==> src/rtl/msg_encrypter_pkg.sv <==
// Shared definitions for the message encrypter: FSM states, LFSR tap table,
// preamble character and the preamble-length clamp.
package msg_encrypter_pkg;

  typedef enum logic [2:0] {
    ST_IDLE     = 3'd0,
    ST_LOAD     = 3'd1,
    ST_PREAMBLE = 3'd2,
    ST_BODY     = 3'd3,
    ST_FIN      = 3'd4
  } state_e;

  localparam int NUM_PATTERNS = 6;

  // Feedback tap masks, indexed by pat_sel.
  localparam logic [5:0] TAP_TABLE [NUM_PATTERNS] = '{
    6'h21, 6'h2D, 6'h30, 6'h33, 6'h36, 6'h39
  };

  localparam logic [7:0] PAD_CHAR_DEFAULT = 8'h5F;

  localparam logic [3:0] PRE_LEN_MIN = 4'd7;
  localparam logic [3:0] PRE_LEN_MAX = 4'd12;

  // Tap mask for a pattern index; out-of-range indices give an empty mask
  // (they are rejected before ever reaching the LFSR).
  function automatic logic [5:0] taps_for(input logic [2:0] sel);
    logic [5:0] t;
    t = 6'h00;
    if (sel < 3'd6) t = TAP_TABLE[sel];
    return t;
  endfunction

  // Preamble length limited to PRE_LEN_MIN..PRE_LEN_MAX.
  function automatic logic [3:0] clamp_pre_len(input logic [3:0] len);
    logic [3:0] r;
    r = len;
    if (len < PRE_LEN_MIN) r = PRE_LEN_MIN;
    else if (len > PRE_LEN_MAX) r = PRE_LEN_MAX;
    return r;
  endfunction

endpackage

==> src/rtl/lfsr6b.sv <==
// 6-bit Fibonacci-style LFSR. While enabled it shifts left and feeds back
// the parity of (state & taps); while disabled it loads 'start', so the
// owner can park it at zero or preload a seed.
module lfsr6b (
  input  logic       clk,
  input  logic       en,
  input  logic       init,
  input  logic [5:0] taps,
  input  logic [5:0] start,
  output logic [5:0] state
);

  logic [5:0] state_q, state_d;

  // Next state: advance when enabled, otherwise take the start value.
  always_comb begin
    state_d = start;
    if (en) state_d = {state_q[4:0], ^(state_q & taps)};
  end

  // State register, cleared by the asynchronous reset.
  always_ff @(posedge clk or posedge init) begin
    if (init) state_q <= 6'h00;
    else      state_q <= state_d;
  end

  assign state = state_q;

endmodule

==> src/rtl/msg_encrypter.sv <==
// Frame encrypter: writes FRAME_LEN ciphertext bytes starting at CT_BASE.
// The first pre_len (clamped) bytes are PAD_CHAR, the rest are read from
// MSG_BASE onwards; every byte has its low six bits XORed with an LFSR.
module msg_encrypter
  import msg_encrypter_pkg::*;
#(
  parameter logic [7:0] MSG_BASE  = 8'd0,
  parameter logic [7:0] CT_BASE   = 8'd64,
  parameter int         FRAME_LEN = 64,
  parameter logic [7:0] PAD_CHAR  = PAD_CHAR_DEFAULT
) (
  input  logic       clk,
  input  logic       init,
  input  logic       start,
  input  logic [2:0] pat_sel,
  input  logic [5:0] seed,
  input  logic [3:0] pre_len,
  output logic [7:0] raddr,
  input  logic [7:0] data_out,
  output logic [7:0] waddr,
  output logic [7:0] data_in,
  output logic       wr_en,
  output logic       busy,
  output logic       done,
  output logic       err
);

  localparam logic [7:0] LAST_IDX = 8'(FRAME_LEN - 1);

  // Internal reset: asserts together with init, releases two clocks later.
  logic rst_meta_q, rst_q;

  state_e     state_q, state_d;
  logic [7:0] cnt_q, cnt_d;
  logic [5:0] taps_q, taps_d;
  logic [5:0] seed_q, seed_d;
  logic [3:0] pre_len_q, pre_len_d;

  logic       req_ok;
  logic       can_accept;
  logic       writing;
  logic       in_body;
  logic [7:0] body_off;
  logic [7:0] plain;
  logic [5:0] lfsr_state;
  logic [5:0] lfsr_start;

  // Reset synchronizer: asynchronous assertion, clock-aligned release.
  always_ff @(posedge clk or posedge init) begin
    if (init) begin
      rst_meta_q <= 1'b1;
      rst_q      <= 1'b1;
    end else begin
      rst_meta_q <= 1'b0;
      rst_q      <= rst_meta_q;
    end
  end

  assign req_ok     = (pat_sel <= 3'd5) && (seed != 6'd0);
  assign can_accept = (state_q == ST_IDLE) || (state_q == ST_FIN);
  assign writing    = (state_q == ST_PREAMBLE) || (state_q == ST_BODY);
  assign in_body    = (state_q == ST_BODY);

  // Next-state, byte counter and request latching.
  always_comb begin
    state_d   = state_q;
    cnt_d     = cnt_q;
    taps_d    = taps_q;
    seed_d    = seed_q;
    pre_len_d = pre_len_q;
    case (state_q)
      ST_IDLE, ST_FIN: begin
        // FIN accepts a new request too, so a held start runs back to back.
        state_d = ST_IDLE;
        if (start && req_ok) begin
          state_d   = ST_LOAD;
          taps_d    = taps_for(pat_sel);
          seed_d    = seed;
          pre_len_d = clamp_pre_len(pre_len);
        end
      end
      ST_LOAD: begin
        state_d = ST_PREAMBLE;
        cnt_d   = 8'd0;
      end
      ST_PREAMBLE: begin
        cnt_d = cnt_q + 8'd1;
        if (cnt_q == ({4'b0000, pre_len_q} - 8'd1)) state_d = ST_BODY;
      end
      ST_BODY: begin
        cnt_d = cnt_q + 8'd1;
        if (cnt_q == LAST_IDX) begin
          state_d = ST_FIN;
          cnt_d   = 8'd0;
        end
      end
      default: state_d = ST_IDLE;
    endcase
  end

  // Control registers.
  always_ff @(posedge clk or posedge rst_q) begin
    if (rst_q) begin
      state_q   <= ST_IDLE;
      cnt_q     <= 8'd0;
      taps_q    <= 6'h00;
      seed_q    <= 6'h00;
      pre_len_q <= PRE_LEN_MIN;
    end else begin
      state_q   <= state_d;
      cnt_q     <= cnt_d;
      taps_q    <= taps_d;
      seed_q    <= seed_d;
      pre_len_q <= pre_len_d;
    end
  end

  // Keystream: parked at zero, seeded during LOAD, stepped once per write.
  assign lfsr_start = (state_q == ST_LOAD) ? seed_q : 6'h00;

  lfsr6b u_lfsr (
    .clk   (clk),
    .en    (writing),
    .init  (rst_q),
    .taps  (taps_q),
    .start (lfsr_start),
    .state (lfsr_state)
  );

  // Addressing and XOR datapath.
  always_comb begin
    body_off = cnt_q - {4'b0000, pre_len_q};
    plain    = in_body ? data_out : PAD_CHAR;
    raddr    = in_body ? (MSG_BASE + body_off) : MSG_BASE;
    waddr    = writing ? (CT_BASE + cnt_q) : CT_BASE;
    data_in  = writing ? (plain ^ {2'b00, lfsr_state}) : 8'h00;
    wr_en    = writing;
    busy     = (state_q != ST_IDLE);
    done     = (state_q == ST_FIN);
    err      = !rst_q && can_accept && start && !req_ok;
  end

endmodule

==> config.mk <==
export PLATFORM = sky130hd
export DESIGN_NAME = msg_encrypter
export DESIGN_NICKNAME = d
export VERILOG_FILES = /design/src/rtl/msg_encrypter_pkg.sv /design/src/rtl/lfsr6b.sv /design/src/rtl/msg_encrypter.sv
export SDC_FILE = /design/constraint.sdc
export NUM_CORES = 1
export LEC_CHECK = 0
export ABC_AREA = 1
export BUFFER_PORTS_ARGS = -buffer_cell sky130_fd_sc_hd__buf_2
export CORE_ASPECT_RATIO = 1.1
export CORE_MARGIN = 2
export CORE_UTILIZATION = 54
export DETAILED_ROUTE_END_ITERATION = 8
export PLACE_DENSITY = 0.77
export SLEW_MARGIN = 20
export SYNTH_ARGS = -nofsm -noshare
export SYNTH_HDL_FRONTEND = slang
export SYNTH_SLANG_ARGS = --single-unit
==> constraint.sdc <==
create_clock -name clk -period 2.2 [get_ports clk]
set_input_delay 0.44 -clock clk [delete_from_list [all_inputs] [get_ports clk]]
set_output_delay 0.44 -clock clk [all_outputs]
set_load 0.01 [all_outputs]
==> results of run 1 <==
## state kept, by name (all words and copies together), names as in the netlist
name,flops
cnt_q,8
pre_len_q,4
rst_meta_q,1
rst_q,1
seed_q,6
state_q,3
taps_q,6
u_lfsr.state,6
## layout make-up
type                    instances  area, um^2
clock buffers                   7        76.3
inverters                      53         201
repair buffers                 66         374
well taps                      52        65.1
clock inverters                 1        5.00
fillers                       364        1180
multi-input cells             235        1180
flip-flops and latches         35         882
## cells by family after synthesis
family	share of synthesized area [%]
simple gates	31.5
compound gates	12.1
other cells	0.168
buf+inv	10.2
flops	39.6
fa+ha+maj	4.83
xor+xnor	1.57
## critical path: cells and delay by family, from the launching register on
kind	cells	cell delay, ps
compound gates	1	130
simple gates	3	250
fa+ha+maj	2	480
buf+inv	3	210
xor+xnor	1	150
flops	1	550
## metal layers
metal	routed length (um)	global-route usage (%)	vias to the layer above
met5	0	0	-
met4	61	9.72	0
met3	214	3.92	6
met2	2570	42.6	52
met1	2450	33.4	996
li1	-	-	1165
## power groups by stage
| stage | Combinational (uW) | Clock [uW] | Sequential, uW |
|---|---|---|---|
| after floorplan | 1440 | 0 | 1060 |
| after global placement | 2070 | 0 | 1090 |
| after detailed placement | 2140 | 0 | 1100 |
| after CTS | 2310 | 459 | 1100 |
| after global routing | 2770 | 472 | 1130 |
| final | 2420 | 448 | 1100 |
## stage by stage
stage,cells,TNS (ps)
after CTS,447,-1100
after floorplan,328,0
after detailed placement,437,-272
after global placement,437,-205
after global routing,449,-1600
final,449,-1080
## worst paths after layout
path                         startpoint            to  slack [ps]  cells after the start
min in group clk             rst_meta_q         rst_q         360                      0
max reg2reg                pre_len_q[1]    state_q[0]         520                     12
max                        pre_len_q[0]      raddr[6]        -290                     10
max in group asynchronous         rst_q  pre_len_q[0]        1490                      2
min                                init    rst_meta_q         160                      2
min reg2reg                  rst_meta_q         rst_q         360                      0
## cells in the final DEF (no fill, tap or decap)
cell type,netlist,final
a21boi_1,1,1
a21oi_1,13,13
a31o_2,1,1
buf_2,2,50
buf_4,1,15
buf_6,0,1
clkbuf_1,2,2
clkbuf_8,0,5
clkinv_2,0,1
conb_1,1,1
dfrtp_1,30,30
dfstp_2,5,5
fa_2,0,1
ha_1,7,5
ha_4,0,2
inv_1,49,44
inv_2,3,8
inv_4,1,1
nand2_1,98,95
nand2_2,0,3
nand3_1,19,19
nand3b_1,1,1
nand4_1,4,4
nor2_1,46,43
nor2_2,0,1
nor2_4,2,4
nor3_2,0,1
o211ai_1,2,2
o21ai_0,30,28
o21ai_1,0,1
o21ai_2,1,2
o22ai_1,1,1
o2bb2ai_1,1,1
or2_2,1,1
xor2_1,4,4
## timing repair
action	in CTS	in global routing
pin swaps	5	3
buffers inserted	2	2
setup endpoints to repair	7	10
resized for setup	14	8
==> summary.md, run 1 <==
| Metric | Value |
|---|---|
| Largest net degree at the start of global routing | `34` |
| Fin nets | `428` |
| VDD IR max | `0.636 mV` |
| I/O pin count | `52` |
| Final WS setup | `-290 ps` |
| Failing checks | `negative setup slack` |
| Crit path required time | `1760 ps` |
| Synth Flop Type | `dfrtp_1` |
| CTS buffer count | `5` |
| Pwr/cell area | `1430 nW/um^2` |
| Mapped Avg Cell Area | `6.79 um^2` |
| Number of global-route vias before repair | `2184` |
| Sequential area share after synthesis | `39.6%` |
| Synth Warn # | `0` |
| CTS Root Cell | `clkbuf_8` |
| RD Place Congestion | `0.887` |
| Slowest-stage cell, CP | `dfstp_2` |
| Post-DP HPWL | `4.01 mm` |
| Worst Clk Skew | `5.68 ps` |
| CP most frequent cell | `inv_2` |
| Buffers on Ports | `51` |
| H-tree depth | `2` |
| DR vias/cell | `between 4 and 5` |
| Netlist cell types | `28` |
| Post-DRT Antenna Nets | `0` |
| Data arrival, critical path | `2050 ps` |
| Initial drt markers | `118` |
| Total power | `3970 uW` |
| Leading cell types by count after synthesis | `98 x nand2_1, 49 x inv_1, 46 x nor2_1` |
| Max cap viols | `0` |
| Initial Util | `56.2%` |
| Syn Inst Count | `328` |
| DRC errors left | `0` |
| Area of the core | `between 3000 and 4000 um^2` |
| Endpoints failing hold | `0` |
| Status | `finished with violations` |
| Switching Fraction | `46.6%` |
| Core Util, Final | `between 70% and 80%` |
| First-pass GRT wire length | `9.33 mm` |
| DIE HEIGHT | `71.4 um` |
| Worst-path fanout max | `2` |
| Unrepaired setup endpoints after global routing | `yes` |
| Hold Crit Class | `in -> async` |
| Reg clk slew, reported paths | `70 ps` |
| Post-synth ARST share | `100%` |
| WL per Instance | `11.8 um` |
| Post-synth EDFFs | `0` |
| Final Critical Period | `2490 ps` |
| Top-count cell post-synth | `nand2_1` |
| Post-synthesis cell area | `2230 um^2` |
| Post-Place Cell Area | `2610 um^2` |
| DRT Pass-1 Iters | `4` |
| CTS sink cnt | `35` |
| CP max stage delay | `550 ps` |
| Max Root-Sink Buffers | `2` |
| GR Overflow Total | `0` |
| Routed wire length | `5.30 mm` |
| Hold slack | `160 ps` |
| Clock latency on the worst-skew pair | `290 ps` |
| Setup violations, final | `7` |
| Area grow syn2layout | `25.0%` |
| Via count | `2219` |
| Share of layout cells above drive strength 1 | `about a quarter` |
| Pins Over Slew Limit | `0` |
| Seq pwr share | `27.8%` |
| Place WS | `-159 ps` |
| Synth top area cells | `dfrtp_1 34%, nand2_1 17%, inv_1 8.3%` |
| Final period util | `113%` |
| Hold Buf Count CTS | `0` |
| Setup Crit Path Kind | `reg -> out` |
| Worst path cell trace | `ha_4 > inv_2 > fa_2 > nand2_2 > inv_2 > o21ai_2 > nand3_1 > xor2_1 > nor2_1 > buf_2` |
| Startpoint Class | `register` |
| Die Area | `4650 um^2` |
| Element type at the critical path end | `output pin` |
| CTS tree | `done` |
| Number of diodes | `0` |
| Clock share of power | `11.3%` |
| Comb power frac | `60.9%` |
| P_leak | `0.00152 uW` |
| #FFs+latches synth | `35` |
| Cell Int Power | `around 2100 uW` |
| P_sw | `1850 uW` |
| Row count | `24` |
| GR Util All Layers | `between 20% and 30%` |
| Max Freq | `402 MHz` |
| Yosys top cell area share | `33.7%` |
| Post-synth top area cell | `dfrtp_1` |
| Die X | `65.2 um` |
| Post-route cell area | `2780 um^2` |
| Initial antenna violation count | `0` |
| Syn_nets | `360` |
Note: power is estimated with default switching activity, not from simulation.
==> inputs of run 2 (changes only) <==
Settings changed: CORE_UTILIZATION 54 to 55, CTS_BUF_LIST set to sky130_fd_sc_hd__clkbuf_2, PLACE_DENSITY 0.77 to 0.78.
==> run 2 against run 1 <==
Compared with the run above:
- the run still ends with negative setup slack left
- die area down 1.7%
- worst setup slack lost 140 ps
- maximum frequency fell by 5.4%
- flip-flop and latch count unchanged
- clock-buffer cell count is 2 lower
- clock skew is 28 ps higher
- register-to-register slack lost 240 ps
- sequential power hardly changed
- utilization up 3.5 points
- critical path depth unchanged
- via count increased by 7.2%
- largest cell class unchanged
==> summary.md, run 2 (synthesis results as in run 1) <==
| Metric | Value |
|---|---|
| Post-DRT Antenna Nets | `0` |
| CTS tree | `done` |
| Clock latency on the worst-skew pair | `400 ps` |
| Share of layout cells above drive strength 1 | `30.3%` |
| Buffers on Ports | `51` |
| I/O pin count | `52` |
| Final period util | `120%` |
| Hold Crit Class | `in -> async` |
| P_leak | `0.00157 uW` |
| FILL cells | `about 340` |
| R2r setup slk | `between 200 and 300 ps` |
| Row count | `24` |
| CP delay by family, top | `flip-flops` |
| Max Freq | `approximately 380 MHz` |
| Reg2reg end | `state_q[0]` |
| RD Place Congestion | `0.862` |
| Die X | `64.7 um` |
| Startpoint Class | `register` |
| Reg clk slew, reported paths | `190 ps` |
| Endpoints failing hold | `0` |
| Element type at the critical path end | `output pin` |
| Number of global-route vias before repair | `2121` |
| DR vias/cell | `roughly 5.2` |
| DRC errors left | `0` |
| CP max stage delay | `590 ps` |
| Failing checks | `negative setup slack` |
| Data arrival, critical path | `2190 ps` |
| Final Critical Period | `2630 ps` |
| CTS sink cnt | `35` |
| Core Util, Final | `73.7%` |
| Routed wire length | `5.63 mm` |
| Unrepaired setup endpoints after global routing | `yes` |
| R2R Path Start | `pre_len_q[1]` |
| CP most frequent cell | `inv_2` |
| Number of diodes | `0` |
| Worst path cell trace | `ha_4 > inv_2 > fa_2 > nand2_2 > inv_2 > o21ai_2 > nand3_1 > xor2_1 > nor2_1 > buf_2` |
| Die Area | `4580 um^2` |
| Total power | `4300 uW` |
| CTS buffer count | `5` |
| DRT Pass-1 Iters | `5` |
| WL per Instance | `12.3 um` |
| Place WS | `-145 ps` |
| Worst Clk Skew | `33.3 ps` |
| Worst R2R Path Depth | `14` |
| GR Overflow Total | `0` |
| Hold Buf Count CTS | `0` |
| H-tree depth | `2` |
| Initial drt markers | `roughly 160` |
| Commonest non-fill, non-tap cell in the layout | `nand2_1` |
| Via count | `2378` |
| Setup TNS | `-1980 ps` |
| Final WS setup | `-431 ps` |
| Initial Util | `between 50% and 60%` |
| Slowest-stage cell, CP | `dfstp_2` |
| Area of the core | `3930 um^2` |
| Max FFs per register | `8` |
| Area grow syn2layout | `30.2%` |
| Most frequent cells in the layout | `95 x nand2_1, 51 x buf_2, 42 x inv_1` |
| Worst-path fanout max | `2` |
| Status | `finished with violations` |
| Crit path required time | `1760 ps` |
| Initial antenna violation count | `0` |
| Setup Crit Path Kind | `reg -> out` |
| Setup violations, final | `7` |
| GR Util All Layers | `26.3%` |
| First-pass GRT wire length | `9.36 mm` |
| Pins Over Slew Limit | `0` |
| Pwr/cell area | `1480 nW/um^2` |
| Post-DP HPWL | `3.92 mm` |
| Fin nets | `approximately 440` |
| Hold slack | `39.6 ps` |
| CP bufs+invs | `3` |
| VDD IR max | `around 0.63 mV` |
| Max cap viols | `0` |
| CTS Root Cell | `clkbuf_2` |
| Max Root-Sink Buffers | `2` |
| DIE HEIGHT | `70.7 um` |
| Reg with most FFs | `cnt_q` |
| Largest net degree at the start of global routing | `34` |
[run 2: changes by cell type in the layout (fill, tap and decap cells not counted), moves of 2 or more]
| cell | before | now |
|---|---|---|
| buf_4 | 15 | 20 |
| clkbuf_2 | 0 | 5 |
| clkbuf_8 | 5 | 0 |
| nor2_2 | 1 | 5 |
| buf_6 | 1 | 4 |
| nor2_1 | 43 | 40 |
| bufinv_16 | 0 | 2 |
| clkbuf_1 | 2 | 0 |
| inv_1 | 44 | 42 |
| inv_2 | 8 | 10 |
[run 2: layout make-up]
type	count	area (um^2)	share of cell area, %
clock buffers	5	25.0	0.863
clock inverters	3	67.6	2.33
flip-flops and latches	35	883	30.5
inverters	53	201	6.95
well taps	52	65.1	2.24
multi-input cells	235	1210	41.6
repair buffers	75	450	15.5
[run 2: metrics by stage]
step,instance area (um^2),std cells
3_5_place_dp,2600,436
5_1_grt,2900,458
2_1_floorplan,2230,328
4_1_cts,2830,452
3_3_place_gp,2600,436
6_report,2900,458
[run 2: layer usage]
layer / global-route usage, % / part of all wire (%)
met1: 34.1 / 44
met2: 43.8 / 49
met3: 6.68 / 5.0
met4: 7.57 / 1.7
met5: 0 / 0
[run 2: power breakdown]
part | switching (uW) | internal (uW)
sequential | 202 | 903
combinational | 1520 | 1140
clock | 231 | 306
[run 2: worst max-delay path by stage]
stage                 startpoint        to  cells past startpoint
floorplan           pre_len_q[0]  raddr[6]                      9
global placement    pre_len_q[0]  raddr[6]                     10
detailed placement  pre_len_q[0]  raddr[6]                     10
CTS                 pre_len_q[0]  raddr[6]                     10
global route        pre_len_q[0]  raddr[6]                     10
finish              pre_len_q[0]  raddr[6]                     10
[run 2: timing repair]
action                                  4_1_cts  5_1_grt
buffers inserted                              8        7
endpoints found under the setup margin        8       19
pin swaps                                     6       11
resized for setup                            24       11
==> inputs of run 3 (changes only) <==
Settings changed: CORE_UTILIZATION 55 to 56, PLACE_DENSITY 0.78 to 0.8.
==> run 3 against run 2 <==
Compared with the run above:
- the flow still finishes with violations (negative setup slack)
- cell area decreased by 2.6%
- power down 5.7%
- critical endpoint unchanged
- via count shrank 3.6%
- largest cell class unchanged
==> summary.md, run 3 (synthesis results as in run 1) <==
| Metric | Value |
|---|---|
| Crit path required time | `between 1500 and 2000 ps` |
| Reg with most FFs | `cnt_q` |
| Via count | `2292` |
| Final period util | `119%` |
| VDD IR max | `~0.6 mV` |
| Number of diodes | `0` |
| DRT Pass-1 Iters | `4` |
| Switching Fraction | `48.4%` |
| Setup TNS | `-2050 ps` |
| Pwr/cell area | `1430 nW/um^2` |
| Unrepaired setup endpoints after global routing | `yes` |
| Area grow syn2layout | `26.9%` |
| Hold Crit Class | `in -> reg` |
| Share of layout cells above drive strength 1 | `28.8%` |
| Worst-path fanout max | `2` |
| Number of global-route vias before repair | `around 2300` |
| Post-route cell area | `between 2000 and 3000 um^2` |
| Cell Int Power | `2090 uW` |
| Clock latency on the worst-skew pair | `400 ps` |
| Worst R2R Path Depth | `9` |
| Post-Place Cell Area | `approximately 2600 um^2` |
| Reg2reg end | `cnt_q[0]` |
| DIE HEIGHT | `70.1 um` |
| DRC errors left | `0` |
| Element type at the critical path end | `output pin` |
| Setup violations, final | `7` |
| Max Freq | `382 MHz` |
| Slowest-stage cell, CP | `dfstp_2` |
| Data arrival, critical path | `between 2000 and 2500 ps` |
| Seq pwr share | `a little over a quarter` |
| CTS Root Cell | `clkbuf_2` |
| Die X | `about 64 um` |
| CP bufs+invs | `3` |
| CTS buffer count | `5` |
| Fin cells | `between 400 and 500` |
| Worst Clk Skew | `17.6 ps` |
| GR Overflow Total | `0` |
| Max Root-Sink Buffers | `2` |
| Row count | `24` |
| Post-DP HPWL | `4.09 mm` |
| Total power | `4050 uW` |
| R2r setup slk | `approximately 500 ps` |
| Buffers on Ports | `51` |
| Critical path startpoint | `pre_len_q[0]` |
| Endpoints failing hold | `0` |
| Routed wire length | `5.82 mm` |
| Reg clk slew, reported paths | `210 ps` |
| GR Util All Layers | `around 27%` |
| Comb power frac | `between 60 and 70%` |
| I/O pin count | `52` |
| Failing checks | `negative setup slack` |
| Hold_sp | `seed[3]` |
| P_sw | `approximately 2000 uW` |
| Max FFs per register | `8` |
| WL per Instance | `approximately 13 um` |
| Setup Crit Path Kind | `reg -> out` |
| Hold slack | `232 ps` |
| Commonest non-fill, non-tap cell in the layout | `nand2_1` |
| Most frequent cells in the layout | `95 x nand2_1, 51 x buf_2, 43 x inv_1` |
| DR vias/cell | `5.08` |
| Post-DRT Antenna Nets | `0` |
| CTS tree | `done` |
| RD Place Congestion | `0.894` |
| H-tree depth | `2` |
| Fin nets | `430` |
| R2R Path Start | `cnt_q[1]` |
| Final WS setup | `-417 ps` |
| Area of the core | `3900 um^2` |
| P_leak | `0.00152 uW` |
| Clock share of power | `10.7%` |
| Worst path cell trace | `ha_4 > inv_2 > fa_2 > nand2_2 > inv_2 > o21ai_2 > nand3_1 > xor2_1 > nor2_1 > buf_2` |
| CP most frequent cell | `inv_2` |
| Initial antenna violation count | `0` |
| Initial Util | `between 50 and 60%` |
| Startpoint Class | `register` |
| Largest net degree at the start of global routing | `34` |
| Max cap viols | `0` |
| Pins Over Slew Limit | `0` |
| Final Critical Period | `2620 ps` |
| Die Area | `4500 um^2` |
| Status | `finished with violations` |
| CP delay by family, top | `flip-flops` |
| Hold path cells | `3` |
| CTS sink cnt | `35` |
| Cells after DPL | `about 440` |
| CP max stage delay | `590 ps` |
| WHS Endpoint | `seed_q[3]` |
| Initial drt markers | `164` |
| First-pass GRT wire length | `9.67 mm` |
-- run 3: changes by cell type in the layout (fill, tap and decap cells not counted), moves of 2 or more --
cell and delta:
buf_4 -7, buf_6 -2, inv_2 -2, nor2_4 +2, o21ai_0 -2, o21ai_1 +2
-- run 3: power by group through the flow --
stage	Sequential, uW	Combinational (uW)	Clock (uW)
CTS	1100	2320	438
floorplan	1060	1440	0
finish	1110	2510	434
global route	1140	2830	462
detailed placement	1100	2150	0
global placement	1090	2070	0
-- run 3: layout make-up --
class / count / area, um^2
clock buffer: 5 / 25.0
multi-input combinational: 236 / 1220
tap: 52 / 65.1
inverter: 53 / 205
fill: 349 / 1080
timing repair buffer: 67 / 385
clock inverter: 3 / 42.5
sequential: 35 / 885
-- run 3: how the worst max path moves through the flow --
stage                     endpoint  slack [ps]  cells past startpoint
after global placement    raddr[6]         -90                     10
after detailed placement  raddr[6]        -140                     10
after global routing      raddr[4]        -620                     10
after floorplan           raddr[6]          10                      9
after CTS                 raddr[6]        -450                     10
final                     raddr[6]        -420                     10
-- run 3: worst register-to-register path: stages (launching register included) --
cell and delay, ps:
dfrtp_1 430, buf_4 170, ha_1 180, nand2_1 60, inv_1 110, nand2_1 80, nor2_1 240, o21ai_2 160
nand2_1 80, o21ai_0 90
-- run 3: timing repair --
action,CTS,global route
gates cloned,0,1
buffers inserted,5,3
setup endpoints to repair,14,18
hold endpoints to repair,2,0
pin swaps,8,4
gates resized for setup,22,16
hold buffers,1,0
-- run 3: routing by layer --
| layer | track usage, % | part of all wire (%) |
|---|---|---|
| met1 | 34.7 | 44 |
| met2 | 46.6 | 49 |
| met3 | 5.64 | 4.8 |
| met4 | 9.46 | 1.7 |
| met5 | 0 | 0 |
-- run 3: per-stage QoR --
step                      utilization (%)  setup WS (ps)
final                                72.4           -417
after global routing                 72.4           -618
after CTS                            70.6           -448
after detailed placement             66.7           -140
after global placement               66.7          -87.1
after floorplan                         -           14.0
